<file path="config.mk">
export PLATFORM = sky130hd
export DESIGN_NAME = dl11_console
export DESIGN_NICKNAME = d
export VERILOG_FILES = /design/src/rtl/dl11_console.sv
export SDC_FILE = /design/constraint.sdc
export NUM_CORES = 1
export LEC_CHECK = 0
export CAP_MARGIN = 20
export CORE_ASPECT_RATIO = 1.75
export CORE_MARGIN = 5
export CORE_UTILIZATION = 63
export DETAILED_ROUTE_END_ITERATION = 8
export DONT_BUFFER_PORTS = 1
export HOLD_SLACK_MARGIN = 0.02
export PLACE_DENSITY = 0.76
export REMOVE_ABC_BUFFERS = 1
export SLEW_MARGIN = 20
export SYNTH_ARGS = -nofsm -noshare
export SYNTH_HDL_FRONTEND = slang
export SYNTH_SLANG_ARGS = --single-unit
</file>
<file path="constraint.sdc">
create_clock -name clk -period 3.85 [get_ports clk]
set_clock_uncertainty 0.1 [all_clocks]
set_input_delay 1.155 -clock clk [delete_from_list [all_inputs] [get_ports clk]]
set_output_delay 1.155 -clock clk [all_outputs]
set_load 0.005 [all_outputs]
</file>
<file path="src/rtl/dl11_console.sv">
// dl11_console: DL11-style console serial line for the J11 I/O page window
// 17777560-17777566. It answers one-cycle strobes from the unibus address
// decoder with a one-cycle ack, and drives an 8N1 UART.
//
// Ports:
//   clk, rst            system clock, asynchronous active-high reset
//   uartreq/uartwr      access strobe and direction (1 = write)
//   uartaddr[2:0]       byte offset; [2:1] selects RCSR/RBUF/XCSR/XBUF
//   uartwdata[15:0]     write data
//   uartack             completion pulse, one cycle after uartreq
//   uartrdata[15:0]     read data, valid with uartack (0 otherwise)
//   rxd / txd           serial in (asynchronous, idle high) / serial out
//   rxirq / txirq       level interrupts: RCSR.IE&DONE, XCSR.IE&READY
//
// RX states
//   state     | meaning
//   RX_IDLE   | waiting for a falling edge on synchronised rxd
//   RX_START  | half-bit wait, then re-check start bit (glitch filter)
//   RX_DATA   | sampling 8 data bits LSB first, one per CLKDIV
//   RX_STOP   | sampling stop bit, then storing the byte into RBUF
// TX states
//   state     | meaning
//   TX_IDLE   | line high, waiting for READY=0
//   TX_START  | start bit (low) for CLKDIV cycles
//   TX_DATA   | 8 data bits LSB first
//   TX_STOP   | stop bit (high); chains directly into next frame
module dl11_console #(
    parameter int CLKDIV = 434
) (
    input  logic        clk,
    input  logic        rst,
    input  logic        uartreq,
    input  logic [2:0]  uartaddr,
    input  logic        uartwr,
    input  logic [15:0] uartwdata,
    output logic        uartack,
    output logic [15:0] uartrdata,
    input  logic        rxd,
    output logic        txd,
    output logic        rxirq,
    output logic        txirq
);

    localparam int CW = $clog2(CLKDIV);
    localparam logic [CW-1:0] FULL = CW'(CLKDIV - 1);
    localparam logic [CW-1:0] HALF = CW'(CLKDIV / 2 - 1);

    typedef enum logic [1:0] {RX_IDLE, RX_START, RX_DATA, RX_STOP} rx_state_t;
    typedef enum logic [1:0] {TX_IDLE, TX_START, TX_DATA, TX_STOP} tx_state_t;

    // bus side
    logic        uartack_q, uartack_d;
    logic [15:0] uartrdata_q, uartrdata_d;
    // registers
    logic        rx_done_q, rx_done_d, rx_ie_q, rx_ie_d;
    logic        rx_or_q, rx_or_d, rx_fe_q, rx_fe_d;
    logic [7:0]  rx_data_q, rx_data_d;
    logic        tx_ready_q, tx_ready_d, tx_ie_q, tx_ie_d;
    logic [7:0]  tx_hold_q, tx_hold_d;
    // receiver
    logic        rxd_meta_q, rxd_meta_d, rxd_sync_q, rxd_sync_d;
    rx_state_t   rx_state_q, rx_state_d;
    logic [CW-1:0] rx_cnt_q, rx_cnt_d;
    logic [2:0]  rx_bit_q, rx_bit_d;
    logic [7:0]  rx_shift_q, rx_shift_d;
    logic        rx_wait_hi_q, rx_wait_hi_d;
    // transmitter
    tx_state_t   tx_state_q, tx_state_d;
    logic [CW-1:0] tx_cnt_q, tx_cnt_d;
    logic [2:0]  tx_bit_q, tx_bit_d;
    logic [7:0]  tx_shift_q, tx_shift_d;
    logic        txd_q, txd_d;

    logic        rd_req, wr_req, rbuf_rd, xbuf_wr, tx_load;
    logic [1:0]  sel;
    logic [15:0] rd_mux;
    logic        unused_bits;

    assign unused_bits = ^{uartaddr[0], uartwdata[15:7], uartwdata[5:0]};

    assign sel     = uartaddr[2:1];
    assign rd_req  = uartreq & ~uartwr;
    assign wr_req  = uartreq & uartwr;
    assign rbuf_rd = rd_req & (sel == 2'd1);
    assign xbuf_wr = wr_req & (sel == 2'd3);

    always_comb begin
        rd_mux = 16'h0000;
        case (sel)
            2'd0: rd_mux = {8'h00, rx_done_q, rx_ie_q, 6'h00};
            2'd1: rd_mux = {rx_or_q | rx_fe_q, rx_or_q, rx_fe_q, 5'h00, rx_data_q};
            2'd2: rd_mux = {8'h00, tx_ready_q, tx_ie_q, 6'h00};
            default: rd_mux = 16'h0000;
        endcase
    end

    always_comb begin
        uartack_d    = uartreq;
        uartrdata_d  = rd_req ? rd_mux : 16'h0000;
        rx_done_d    = rx_done_q;
        rx_ie_d      = rx_ie_q;
        rx_or_d      = rx_or_q;
        rx_fe_d      = rx_fe_q;
        rx_data_d    = rx_data_q;
        tx_ready_d   = tx_ready_q;
        tx_ie_d      = tx_ie_q;
        tx_hold_d    = tx_hold_q;
        rxd_meta_d   = rxd;
        rxd_sync_d   = rxd_meta_q;
        rx_state_d   = rx_state_q;
        rx_cnt_d     = rx_cnt_q;
        rx_bit_d     = rx_bit_q;
        rx_shift_d   = rx_shift_q;
        rx_wait_hi_d = rx_wait_hi_q & ~rxd_sync_q;
        tx_state_d   = tx_state_q;
        tx_cnt_d     = tx_cnt_q;
        tx_bit_d     = tx_bit_q;
        tx_shift_d   = tx_shift_q;
        txd_d        = txd_q;
        tx_load      = 1'b0;

        if (wr_req && sel == 2'd0) rx_ie_d = uartwdata[6];
        if (wr_req && sel == 2'd2) tx_ie_d = uartwdata[6];

        if (rbuf_rd) begin
            rx_done_d = 1'b0;
            rx_or_d   = 1'b0;
            rx_fe_d   = 1'b0;
        end

        case (rx_state_q)
            RX_IDLE: begin
                // after a low stop bit, wait for the line to go high before
                // hunting for the next start bit
                if (!rxd_sync_q && !rx_wait_hi_q) begin
                    rx_cnt_d   = HALF;
                    rx_state_d = RX_START;
                end
            end
            RX_START: begin
                if (rx_cnt_q == '0) begin
                    if (rxd_sync_q) begin
                        rx_state_d = RX_IDLE;
                    end else begin
                        rx_cnt_d   = FULL;
                        rx_bit_d   = 3'd0;
                        rx_state_d = RX_DATA;
                    end
                end else begin
                    rx_cnt_d = rx_cnt_q - 1'b1;
                end
            end
            RX_DATA: begin
                if (rx_cnt_q == '0) begin
                    rx_shift_d = {rxd_sync_q, rx_shift_q[7:1]};
                    rx_cnt_d   = FULL;
                    if (rx_bit_q == 3'd7) rx_state_d = RX_STOP;
                    else                  rx_bit_d   = rx_bit_q + 3'd1;
                end else begin
                    rx_cnt_d = rx_cnt_q - 1'b1;
                end
            end
            default: begin
                if (rx_cnt_q == '0) begin
                    // completion beats a coincident RBUF read; that read
                    // consumed the old byte so it is not an overrun
                    rx_data_d    = rx_shift_q;
                    rx_fe_d      = ~rxd_sync_q;
                    rx_or_d      = rx_done_q & ~rbuf_rd;
                    rx_done_d    = 1'b1;
                    rx_wait_hi_d = ~rxd_sync_q;
                    rx_state_d   = RX_IDLE;
                end else begin
                    rx_cnt_d = rx_cnt_q - 1'b1;
                end
            end
        endcase

        case (tx_state_q)
            TX_IDLE: begin
                if (!tx_ready_q) tx_load = 1'b1;
            end
            TX_START: begin
                if (tx_cnt_q == '0) begin
                    txd_d      = tx_shift_q[0];
                    tx_cnt_d   = FULL;
                    tx_bit_d   = 3'd0;
                    tx_state_d = TX_DATA;
                end else begin
                    tx_cnt_d = tx_cnt_q - 1'b1;
                end
            end
            TX_DATA: begin
                if (tx_cnt_q == '0) begin
                    tx_cnt_d = FULL;
                    if (tx_bit_q == 3'd7) begin
                        txd_d      = 1'b1;
                        tx_state_d = TX_STOP;
                    end else begin
                        txd_d      = tx_shift_q[1];
                        tx_shift_d = {1'b0, tx_shift_q[7:1]};
                        tx_bit_d   = tx_bit_q + 3'd1;
                    end
                end else begin
                    tx_cnt_d = tx_cnt_q - 1'b1;
                end
            end
            default: begin
                if (tx_cnt_q == '0) begin
                    // chain straight into the next start bit so back-to-back
                    // frames carry exactly one stop bit
                    if (!tx_ready_q) tx_load    = 1'b1;
                    else             tx_state_d = TX_IDLE;
                end else begin
                    tx_cnt_d = tx_cnt_q - 1'b1;
                end
            end
        endcase

        if (tx_load) begin
            tx_shift_d = tx_hold_q;
            tx_ready_d = 1'b1;
            txd_d      = 1'b0;
            tx_cnt_d   = FULL;
            tx_state_d = TX_START;
        end

        // a write coinciding with the transfer lands after it, leaving READY=0
        if (xbuf_wr) begin
            tx_hold_d  = uartwdata[7:0];
            tx_ready_d = 1'b0;
        end
    end

    always_ff @(posedge clk or posedge rst) begin
        if (rst) begin
            uartack_q    <= 1'b0;
            uartrdata_q  <= 16'h0000;
            rx_done_q    <= 1'b0;
            rx_ie_q      <= 1'b0;
            rx_or_q      <= 1'b0;
            rx_fe_q      <= 1'b0;
            rx_data_q    <= 8'h00;
            tx_ready_q   <= 1'b1;
            tx_ie_q      <= 1'b0;
            tx_hold_q    <= 8'h00;
            rxd_meta_q   <= 1'b1;
            rxd_sync_q   <= 1'b1;
            rx_state_q   <= RX_IDLE;
            rx_cnt_q     <= '0;
            rx_bit_q     <= 3'd0;
            rx_shift_q   <= 8'h00;
            rx_wait_hi_q <= 1'b0;
            tx_state_q   <= TX_IDLE;
            tx_cnt_q     <= '0;
            tx_bit_q     <= 3'd0;
            tx_shift_q   <= 8'h00;
            txd_q        <= 1'b1;
        end else begin
            uartack_q    <= uartack_d;
            uartrdata_q  <= uartrdata_d;
            rx_done_q    <= rx_done_d;
            rx_ie_q      <= rx_ie_d;
            rx_or_q      <= rx_or_d;
            rx_fe_q      <= rx_fe_d;
            rx_data_q    <= rx_data_d;
            tx_ready_q   <= tx_ready_d;
            tx_ie_q      <= tx_ie_d;
            tx_hold_q    <= tx_hold_d;
            rxd_meta_q   <= rxd_meta_d;
            rxd_sync_q   <= rxd_sync_d;
            rx_state_q   <= rx_state_d;
            rx_cnt_q     <= rx_cnt_d;
            rx_bit_q     <= rx_bit_d;
            rx_shift_q   <= rx_shift_d;
            rx_wait_hi_q <= rx_wait_hi_d;
            tx_state_q   <= tx_state_d;
            tx_cnt_q     <= tx_cnt_d;
            tx_bit_q     <= tx_bit_d;
            tx_shift_q   <= tx_shift_d;
            txd_q        <= txd_d;
        end
    end

    assign uartack   = uartack_q;
    assign uartrdata = uartrdata_q;
    assign txd       = txd_q;
    assign rxirq     = rx_ie_q & rx_done_q;
    assign txirq     = tx_ie_q & tx_ready_q;

endmodule
</file>
==> metrics.txt <==
FF-to-FF Start tx_state_q[1]$_DFFE_PP0P_; drt pass-1 iters 4; vias post-DR 2684; Yosys cell types 58; Lkg Pwr 0.00199 uW; Final Hold Violating Endpoints 0; Routability Congestion 0.799; worst-path cell chain inv_1, ha_1, nor3b_2, a41o_1, nor2_2, or4_1, nand3b_1; Crit Path Class flop to flop; CP max stage cell a41o_1; diodes inserted 0; vias in the first global route 2822; Area Growth Syn to Fin 7.27%; Via density 5.91; Crit. path cell count 7; final setup fails 0; RSZ-0062 raised after global routing no; Fmax 372 MHz; worst-path fanout max 19; drt drc 0; Crit. Startpoint tx_state_q[1]$_DFFE_PP0P_; Seq/Total Area, Yosys 0.522; Die ar. 0.00800 mm2; Mapped Area 0.00394 mm2; CTS Buffer Depth 2; crit path time final 2.69 ns; share of the synthesized area in the top cell type 0.495; Post-synth top cells dfrtp_1 (78), nand2_1 (29), o21ai_0 (27); maximum number of pins on one net before global-route repair 47; status finished clean; Slew HR 0.548; placed inst area 0.00401 mm2; DRT iter0 DRCs 82; WP buf/inv 1; final period utilization 0.698; post-CTS setup repair buffer count 0; TNS Setup 0 ns; CTS tree done; wire length per cell 16.2 um; R2R Setup Slk 1.16 ns; most common cell in the netlist dfrtp_1; Initial Util 0.643; Root Driver clkbuf_8; register bit total from synthesis 82; H-tree levels 3; gr ovfl total 0; actual slew at the worst max-slew pin 0.678 ns; Sink Count 82; cell family with most CP delay simple AND/OR/NAND/NOR gates; crit start category flop; Mapped Cells 365; Resize count post-CTS 0; number of fill cells in the layout 468; maximum vdd ir drop 0.351 mV; Max stage delay on crit path 0.55 ns; Hold/Removal Path Class flop to flop; biggest area consumer among synthesized cells dfrtp_1; yosys warns 0; Die X-Extent 69.8 um; Max Slew Vio Count 0; CP required 4.04 ns; IO Pins 44; CP arrival 2.88 ns; global-route wire length before repair 13000 um; worst r2r dst tx_cnt_q[7]$_DFFE_PP0P_; Antenna Nets Post-Route 0; std cell rows 38; capture point of the worst path tx_cnt_q[7]$_DFFE_PP0P_; Post-CTS Hold Fix Bufs 0; DPL Wire Length 5490 um; IO buf count 0; number of synthesized flops with an enable pin 0; asr flop ratio synth 1.00; Clock Pin Slew Worst Setup and Hold Paths 0.09 ns; Post-Route Utilization 0.689; type of destination of the critical path flop; fin nets 408; initial antenna violation count 0; post-layout instance area 0.00423 mm2; gr usage total 0.206; Post-synth top flop dfrtp_1; Placeable Area 0.00613 mm2; top post-synthesis cells by area dfrtp_1 (50%), mux2_2 (7.4%), ha_1 (4.8%), o21ai_0 (3.4%), mux2i_1 (3.0%); Num CTS Buffers 9; Die H 115 um; Mapped Avg Cell Area 10.8 um2; ratio of cells with drive above 1 in the final layout 0.152; Routed WL 7370 um; R2R depth 7; Clock Latency Late Sink 0.35 ns; number of max-cap violations 0; Pwr per Cell Area 490 mW/mm2
## flip-flops by register name (all words and copies together), names as in the netlist, 8 cells and up
register    count
uartrdata      11
rx_data_q       8
tx_hold_q       8
rx_shift_q      8
rx_cnt_q        9
tx_cnt_q        9
tx_shift_q      8
## routing by layer
metal | up-vias | GRT usage | wire length (um)
li1 | 1296 | - | -
met1 | 1328 | 0.217 | 2680
met2 | 43 | 0.382 | 4300
met3 | 17 | 0.0431 | 214
met4 | 0 | 0.105 | 176
met5 | - | 0 | 0
## worst min-delay path by stage
stage	start	endpoint	slack, ns	cells past startpoint
2_1_floorplan	rxd_meta_q$_DFF_PP1_	rxd_sync_q$_DFF_PP1_	0.25	0
3_3_place_gp	rxd_meta_q$_DFF_PP1_	rxd_sync_q$_DFF_PP1_	0.25	0
3_5_place_dp	rxd_meta_q$_DFF_PP1_	rxd_sync_q$_DFF_PP1_	0.25	0
4_1_cts	rxd_meta_q$_DFF_PP1_	rxd_sync_q$_DFF_PP1_	0.26	0
5_1_grt	rxd_meta_q$_DFF_PP1_	rxd_sync_q$_DFF_PP1_	0.26	0
6_report	rxd_meta_q$_DFF_PP1_	rxd_sync_q$_DFF_PP1_	0.26	0
## power breakdown
part / switching (uW) / leakage, uW / internal [uW] / total, uW
Sequential: 104 / 0.00105 / 984 / 1090
Clock: 301 / 0.000113 / 382 / 684
Combinational: 170 / 0.000830 / 132 / 302
Total: 575 / 0.00199 / 1500 / 2070
## area by class of cell
cell class | count | area (um2) | share of cell area
repair buffers | 2 | 27.5 | 0.00651
clock buffers | 11 | 141 | 0.0334
well taps | 80 | 100 | 0.0237
multi-input cells | 255 | 1750 | 0.414
inverters | 19 | 72.6 | 0.0172
clock inverters | 5 | 78.8 | 0.0186
flip-flops and latches | 82 | 2060 | 0.487
## cell families after synthesis
logic type	share of synthesized area
AOI/OAI and AO/OA	0.138
xor gates and xnor gates	0.00222
adders and majority gates	0.0476
buffers and inverters	0.0378
DFF	0.522
muxes	0.105
other	0.000951
and+or+nand+nor	0.147
## worst reg2reg max path, cell delays in order, from the launching register on
cell and delay (ns):
dfrtp_1 0.40, inv_1 0.11, ha_1 0.27, nor3b_2 0.45
a41o_1 0.55, nor2_2 0.16, or4_1 0.50, nand3b_1 0.10
## placed cells by master, fill, tap and decap left out, drive strengths merged, types with 3 or more instances in the layout
cell type	n
a21oi	18
a22o	4
and2	11
clkbuf	11
clkinv	4
conb	5
dfrtp	78
dfstp	4
ha	15
inv	18
mux2	26
mux2i	12
nand2	30
nand2b	5
nand3	8
nor2	28
nor2b	3
nor3	6
nor4	3
o211ai	3
o21a	4
o21ai	32
or3	3
or4	3
## metrics by stage
step	worst slack, ns	cells	power (uW)	hold WS, ns
6_report	1.16	454	2070	0.258
5_1_grt	0.881	454	2200	0.264
4_1_cts	1.12	454	2090	0.259
3_5_place_dp	1.13	438	1410	0.247
3_3_place_gp	1.21	438	1390	0.247
2_1_floorplan	0.493	356	1320	0.245
Note: power is estimated with default switching activity, not from simulation.
